$ cat src/rtl/process_scheduler.sv
// process_scheduler
//   Round-robin context-switch controller for NPROC process slots. Each slot
//   holds a 2-bit state (FREE/READY/RUNNING/BLOCKED), a saved PC and a memory
//   base address. A controller FSM (IDLE, RUN, SAVE, SCAN, LOAD) saves the
//   running process on an event, scans forward for the next READY slot and
//   loads it.
//
// Ports
//   clk, reset              clock; synchronous active-high reset
//   create, create_pc,
//   create_base             register a new process in the lowest FREE slot
//   quantum, halt, block    events for the running process (sampled in RUN)
//   wake, wake_pid          I/O of process wake_pid completed
//   cur_pc                  PC of the running process, saved on switch-out
//   running                 a process is executing (FSM in RUN)
//   ctx_switch              one-cycle pulse while the FSM is in LOAD
//   pid, load_pc, base_addr selected process; held from LOAD to next LOAD
//   full                    no slot is FREE
//   fsm_state               controller state (IDLE=0 RUN=1 SAVE=2 SCAN=3 LOAD=4)
//
// Handshake: there is no backpressure. create/wake/events are single-cycle
// requests taken on the rising edge they are high; create is dropped while
// full=1 and events are dropped outside RUN.

module process_scheduler #(
    parameter int NPROC      = 4,
    parameter int DATA_WIDTH = 32,
    parameter int PID_W      = $clog2(NPROC)
) (
    input  logic                  clk,
    input  logic                  reset,
    input  logic                  create,
    input  logic [DATA_WIDTH-1:0] create_pc,
    input  logic [DATA_WIDTH-1:0] create_base,
    input  logic                  quantum,
    input  logic                  halt,
    input  logic                  block,
    input  logic                  wake,
    input  logic [PID_W-1:0]      wake_pid,
    input  logic [DATA_WIDTH-1:0] cur_pc,
    output logic                  running,
    output logic                  ctx_switch,
    output logic [PID_W-1:0]      pid,
    output logic [DATA_WIDTH-1:0] load_pc,
    output logic [DATA_WIDTH-1:0] base_addr,
    output logic                  full,
    output logic [2:0]            fsm_state
);

    typedef enum logic [2:0] {IDLE, RUN, SAVE, SCAN, LOAD} fsm_t;
    typedef enum logic [1:0] {SLOT_FREE, SLOT_READY, SLOT_RUNNING, SLOT_BLOCKED} slot_t;

    localparam logic [1:0] EV_QUANTUM = 2'd0;
    localparam logic [1:0] EV_BLOCK   = 2'd1;
    localparam logic [1:0] EV_HALT    = 2'd2;

    fsm_t                  state_q, state_d;
    logic [PID_W-1:0]      scan_ptr_q, scan_ptr_d;
    logic [PID_W-1:0]      scan_cnt_q, scan_cnt_d;
    logic [1:0]            ev_q, ev_d;
    slot_t                 slot_st_q   [NPROC];
    slot_t                 slot_st_d   [NPROC];
    logic [DATA_WIDTH-1:0] slot_pc_q   [NPROC];
    logic [DATA_WIDTH-1:0] slot_pc_d   [NPROC];
    logic [DATA_WIDTH-1:0] slot_base_q [NPROC];
    logic [DATA_WIDTH-1:0] slot_base_d [NPROC];

    logic                  any_ready;
    logic                  free_found;
    logic [PID_W-1:0]      free_idx;
    logic                  load_sel;
    logic                  full_d;

    assign fsm_state = state_q;

    always_comb begin
        state_d     = state_q;
        scan_ptr_d  = scan_ptr_q;
        scan_cnt_d  = scan_cnt_q;
        ev_d        = ev_q;
        slot_st_d   = slot_st_q;
        slot_pc_d   = slot_pc_q;
        slot_base_d = slot_base_q;
        load_sel    = 1'b0;
        any_ready   = 1'b0;
        free_found  = 1'b0;
        free_idx    = '0;
        full_d      = 1'b1;

        // All decisions use the pre-edge slot states.
        for (int i = 0; i < NPROC; i++) begin
            if (slot_st_q[i] == SLOT_READY) begin
                any_ready = 1'b1;
            end
            if (!free_found && slot_st_q[i] == SLOT_FREE) begin
                free_found = 1'b1;
                free_idx   = PID_W'(i);
            end
        end

        // free_found is exactly !full, so a create while full drops out here.
        if (create && free_found) begin
            slot_st_d[free_idx]   = SLOT_READY;
            slot_pc_d[free_idx]   = create_pc;
            slot_base_d[free_idx] = create_base;
        end

        if (wake && slot_st_q[wake_pid] == SLOT_BLOCKED) begin
            slot_st_d[wake_pid] = SLOT_READY;
        end

        case (state_q)
            IDLE: begin
                if (any_ready) begin
                    state_d    = SCAN;
                    scan_ptr_d = pid + PID_W'(1);
                    scan_cnt_d = '0;
                end
            end
            RUN: begin
                if (halt) begin
                    ev_d    = EV_HALT;
                    state_d = SAVE;
                end else if (block) begin
                    ev_d    = EV_BLOCK;
                    state_d = SAVE;
                end else if (quantum) begin
                    ev_d    = EV_QUANTUM;
                    state_d = SAVE;
                end
            end
            SAVE: begin
                slot_pc_d[pid] = cur_pc;
                case (ev_q)
                    EV_HALT:  slot_st_d[pid] = SLOT_FREE;
                    // A wake arriving in the same cycle as the block save wins,
                    // otherwise the completion would be lost.
                    EV_BLOCK: slot_st_d[pid] = (wake && wake_pid == pid) ? SLOT_READY
                                                                          : SLOT_BLOCKED;
                    default:  slot_st_d[pid] = SLOT_READY;
                endcase
                // Starting after pid makes a preempted process the last candidate.
                scan_ptr_d = pid + PID_W'(1);
                scan_cnt_d = '0;
                state_d    = SCAN;
            end
            SCAN: begin
                if (slot_st_q[scan_ptr_q] == SLOT_READY) begin
                    // Selection is committed on the edge into LOAD so the
                    // registered outputs are valid while ctx_switch is high.
                    slot_st_d[scan_ptr_q] = SLOT_RUNNING;
                    load_sel              = 1'b1;
                    state_d               = LOAD;
                end else if (scan_cnt_q == PID_W'(NPROC - 1)) begin
                    state_d = IDLE;
                end else begin
                    scan_ptr_d = scan_ptr_q + PID_W'(1);
                    scan_cnt_d = scan_cnt_q + PID_W'(1);
                end
            end
            LOAD: begin
                state_d = RUN;
            end
            default: begin
                state_d = IDLE;
            end
        endcase

        for (int i = 0; i < NPROC; i++) begin
            if (slot_st_d[i] == SLOT_FREE) begin
                full_d = 1'b0;
            end
        end
    end

    always_ff @(posedge clk) begin
        if (reset) begin
            state_q    <= IDLE;
            scan_ptr_q <= '0;
            scan_cnt_q <= '0;
            ev_q       <= EV_QUANTUM;
            for (int i = 0; i < NPROC; i++) begin
                slot_st_q[i]   <= SLOT_FREE;
                slot_pc_q[i]   <= '0;
                slot_base_q[i] <= '0;
            end
            running    <= 1'b0;
            ctx_switch <= 1'b0;
            pid        <= '0;
            load_pc    <= '0;
            base_addr  <= '0;
            full       <= 1'b0;
        end else begin
            state_q     <= state_d;
            scan_ptr_q  <= scan_ptr_d;
            scan_cnt_q  <= scan_cnt_d;
            ev_q        <= ev_d;
            slot_st_q   <= slot_st_d;
            slot_pc_q   <= slot_pc_d;
            slot_base_q <= slot_base_d;
            running     <= (state_d == RUN);
            ctx_switch  <= (state_d == LOAD);
            full        <= full_d;
            if (load_sel) begin
                pid       <= scan_ptr_q;
                load_pc   <= slot_pc_q[scan_ptr_q];
                base_addr <= slot_base_q[scan_ptr_q];
            end
        end
    end

endmodule

$ cat config.mk
export PLATFORM = sky130hd
export DESIGN_NAME = process_scheduler
export DESIGN_NICKNAME = d
export VERILOG_FILES = /design/src/rtl/process_scheduler.sv
export SDC_FILE = /design/constraint.sdc
export NUM_CORES = 1
export LEC_CHECK = 0
export ABC_CLOCK_PERIOD_IN_PS = 3050
export BUFFER_PORTS_ARGS = -buffer_cell sky130_fd_sc_hd__buf_4
export CORE_MARGIN = 3
export CORE_UTILIZATION = 61
export DETAILED_ROUTE_END_ITERATION = 10
export GPL_TIMING_DRIVEN = 0
export PLACE_DENSITY = 0.9
export SLEW_MARGIN = 25
export SYNTH_ARGS = -nofsm -noshare
export SYNTH_HDL_FRONTEND = slang
export SYNTH_SLANG_ARGS = --single-unit
export TNS_END_PERCENT = 5
$ cat constraint.sdc
create_clock -name clk -period 3.05 [get_ports clk]
set_input_delay 0.61 -clock clk [delete_from_list [all_inputs] [get_ports clk]]
set_output_delay 0.61 -clock clk [all_outputs]
set_load 0.005 [all_outputs]
==> run_results.csv <==
group,metric,value,unit
grt,grt_pass1_wl,80.6,mm
yosys,netlist_top_cells_area,"dfxtp_1 (46%), nand2_1 (16%), mux4_2 (9.8%), a311oi_1 (7.6%), a21oi_1 (6.9%)",
clock_tree,cts_sinks,342,
layout,drive_gt1_frac,0.172,
yosys,syn-num-nets,1917,
clock_tree,cts_tree,"yes",
setup_path,slowest_stage,"nor3_2",
power_and_ir_drop,pwr-share-comb,0.267,
yosys,yosysTopAreaCellShare,0.457,
placed_design,post-place-cells,2303,
hold_path,min_path_type,"in2reg",
timing,setup_slack,0.230,ns
timing,worstMarginPinSlew,1.12,ns
yosys,ys.flop_type,"dfxtp_1",
setup_path,crit_type,"reg2reg",
routing,post_drt_wl_per_cell,22.0,µm
clock_tree,h-tree-depth,2,
timing,layout_min_cycle_time,2.82,ns
layout,nFillCells,1703,
grt,grt_pass1_vias,15396,
timing,drv_slew,0,
yosys,yosys_warnings,0,
routing,drt_iter0_drc,2004,
timing,fmax,355,MHz
yosys,post-synth-top-area-cell,"dfxtp_1",
grt,track_usage,0.381,
power_and_ir_drop,power.density,737,nW/µm²
clock_tree,clk_transition_reported_paths,0.06,ns
timing,fin_crit_sh,0.925,
setup_path,worst_path_largest_cell_delay,0.89,ns
grt,antenna_found_initial,1,
layout,multi_input_area,7440,µm²
timing,slew_headroom,0.246,
floorplanning,die_area,26500,µm²
setup_path,required,3.46,ns
placed_design,gp_congestion,0.968,
layout,design_area,17900,µm²
setup_path,critPathMaxFanout,10,
setup_path,cp.arrival,3.23,ns
clock_tree,clockBufferDepth,3,
timing,skew,0.0220,ns
yosys,synth_area_per_cell,8.29,µm²
setup_path,path_cells,"o221ai_2 > nor3_2 > clkbuf_1 > nand2_1 > a311oi_1",
layout,seqCellArea,6850,µm²
setup_path,path_buf_inv,1,
run_status,outcome,"completed",
clock_tree,numCtsBuffers,36,
routing,drc,0,
yosys,ys_seq_area_frac,0.457,
layout,nNetsFinal,2130,
power_and_ir_drop,switchingPower,4280,µW
routing,num_vias,15569,
run,max_cap_violations,0,
clock_tree,cts_setup_buffers,0,
timing,whs,0.354,ns
yosys,synth_common_cells,"nand2_1 (654), dfxtp_1 (342), a21oi_1 (208)",
clock_tree,cts-resized-gates,0,
routing,first_pass_iters,6,
routing,routed_via_density,6.58,
power_and_ir_drop,power_frac_seq,0.400,
timing,rsz0062_at_grt,"false",
power_and_ir_drop,share_clk_of_total_power,0.333,
floorplanning,core_area,23800,µm²
floorplanning,row_count,56,
clock_tree,cts-root-buf,"clkbuf_16",
yosys,synth.distinct_cells,56,
placed_design,placed_area,16700,µm²
floorplanning,start_util,0.629,
power_and_ir_drop,max-vdd-ir-drop,0.521,mV
grt,grt_max_degree,14,
floorplanning,die_h,163,µm
floorplanning,die-width,163,µm
power_and_ir_drop,swShare,0.325,
setup_path,cp-end-kind,"flip-flop",
yosys,async_flop_share,0,
timing,hold_viol_final,0,
timing,final.setup.tns,0,ns
layout,area_delta_synth_final,19.2,%
routing,ant_nets,0,
floorplanning,num_io_pins,177,
yosys,netlist_instances,1809,
placed_design,io_buffers,175,
power_and_ir_drop,p_int,8880,µW
setup_path,startpoint_type,"flip-flop",
clock_tree,insertion_delay,0.53,ns
yosys,postSynthRegisterBits,342,
layout,fin_cells,2366,
clock_tree,holdBufCountCts,0,
grt,grt-ovfl-total,0,
power_and_ir_drop,p_leak,0.00630,µW
placed_design,pre_cts_ws,0.275,ns
routing,wirelength,52.0,mm
placed_design,hpwl,34.7,mm
setup_path,crit_family,"simple AND/OR/NAND/NOR gates",
yosys,synth_edf_count,0,
yosys,synthesis.area,15000,µm²
timing,final-setup-viol-count,0,
yosys,synth.most_common_cell,"nand2_1",
sequential cells by signal, summed over array words and instances, names as in the netlist, 2 cells and up:
register and cells:
ev_q 2, pid 2, scan_ptr_q 2, slot_base_q 128
scan_cnt_q 2, base_addr 32, slot_pc_q 128, load_pc 32
slot_st_q 8, fsm_state 3
final timing paths:
kind                                                start                            to  slack (ns)  cells past startpoint
worst min-delay path                      create_base[13]  slot_base_q[77]$_SDFFE_PP0P_        0.35                      3
worst max-delay path              slot_st_q[5]$_SDFF_PP0_      slot_pc_q[62]$_SDFF_PP0_        0.23                      5
worst min register to register  base_addr[7]$_SDFFE_PP0P_     base_addr[7]$_SDFFE_PP0P_        0.45                      2
worst max register to register    slot_st_q[5]$_SDFF_PP0_      slot_pc_q[62]$_SDFF_PP0_        0.23                      5
area by class of cell:
class | count | share of cell area
clock buffers | 53 | 0.0591
clock inverters | 9 | 0.00574
inverters | 9 | 0.00189
multi-input cells | 1303 | 0.416
plain buffers | 155 | 0.0377
repair buffers | 175 | 0.0735
well taps | 319 | 0.0223
diodes | 1 | 0.000140
flip-flops and latches | 342 | 0.383
cells in the final DEF (no fill, tap or decap), drive strengths merged, types with 2 or more instances in the layout:
master,instances
nand2,654
clkinv,5
xor2,2
mux4,65
nand2b,8
dfxtp,342
a311oi,130
a221oi,4
nand4b,2
nor4,3
a21oi,208
mux2i,2
nor3,8
a32o,2
o311ai,2
o21bai,2
bufinv,2
nand4bb,2
nor2,148
or2,4
clkbuf,154
o21ai,7
nor2b,7
a22oi,4
buf,229
o211ai,2
ha,3
nor3b,2
a211oi,2
or3,4
nand3b,2
inv,11
nand3,4
o31ai,3
o21ba,3
cells by family after synthesis:
family	share of synthesized area
compound gates	0.167
fa+ha+maj	0.00250
buf+inv	0.0472
mux	0.0990
xor+xnor	0.00117
simple gates	0.226
flops	0.457
stage by stage:
stage	utilization	power, µW
after floorplan	-	7580
after global placement	0.701	8540
after detailed placement	0.701	8670
after CTS	0.750	13000
after global routing	0.750	13600
final	0.750	13200
power groups by stage:
stage                     logic, µW  clock network [µW]  registers [µW]
final                          3510                4390            5270
after global routing           3710                4540            5300
after CTS                      3390                4360            5240
after detailed placement       3340                   0            5320
after global placement         3250                   0            5300
after floorplan                2340                   0            5240
tightest hold or removal path, cell delays in order:
cell     delay [ns]
buf_4          0.12
nand2_1        0.05
a21oi_1        0.05
layer usage:
layer | part of all wire | GRT usage | wire [µm]
met1 | 0.35 | 0.491 | 18200
met4 | 0.063 | 0.207 | 3270
met2 | 0.45 | 0.590 | 23400
met5 | 0 | 0 | 0
met3 | 0.14 | 0.0954 | 7130
(Power assumes the default switching activity.)
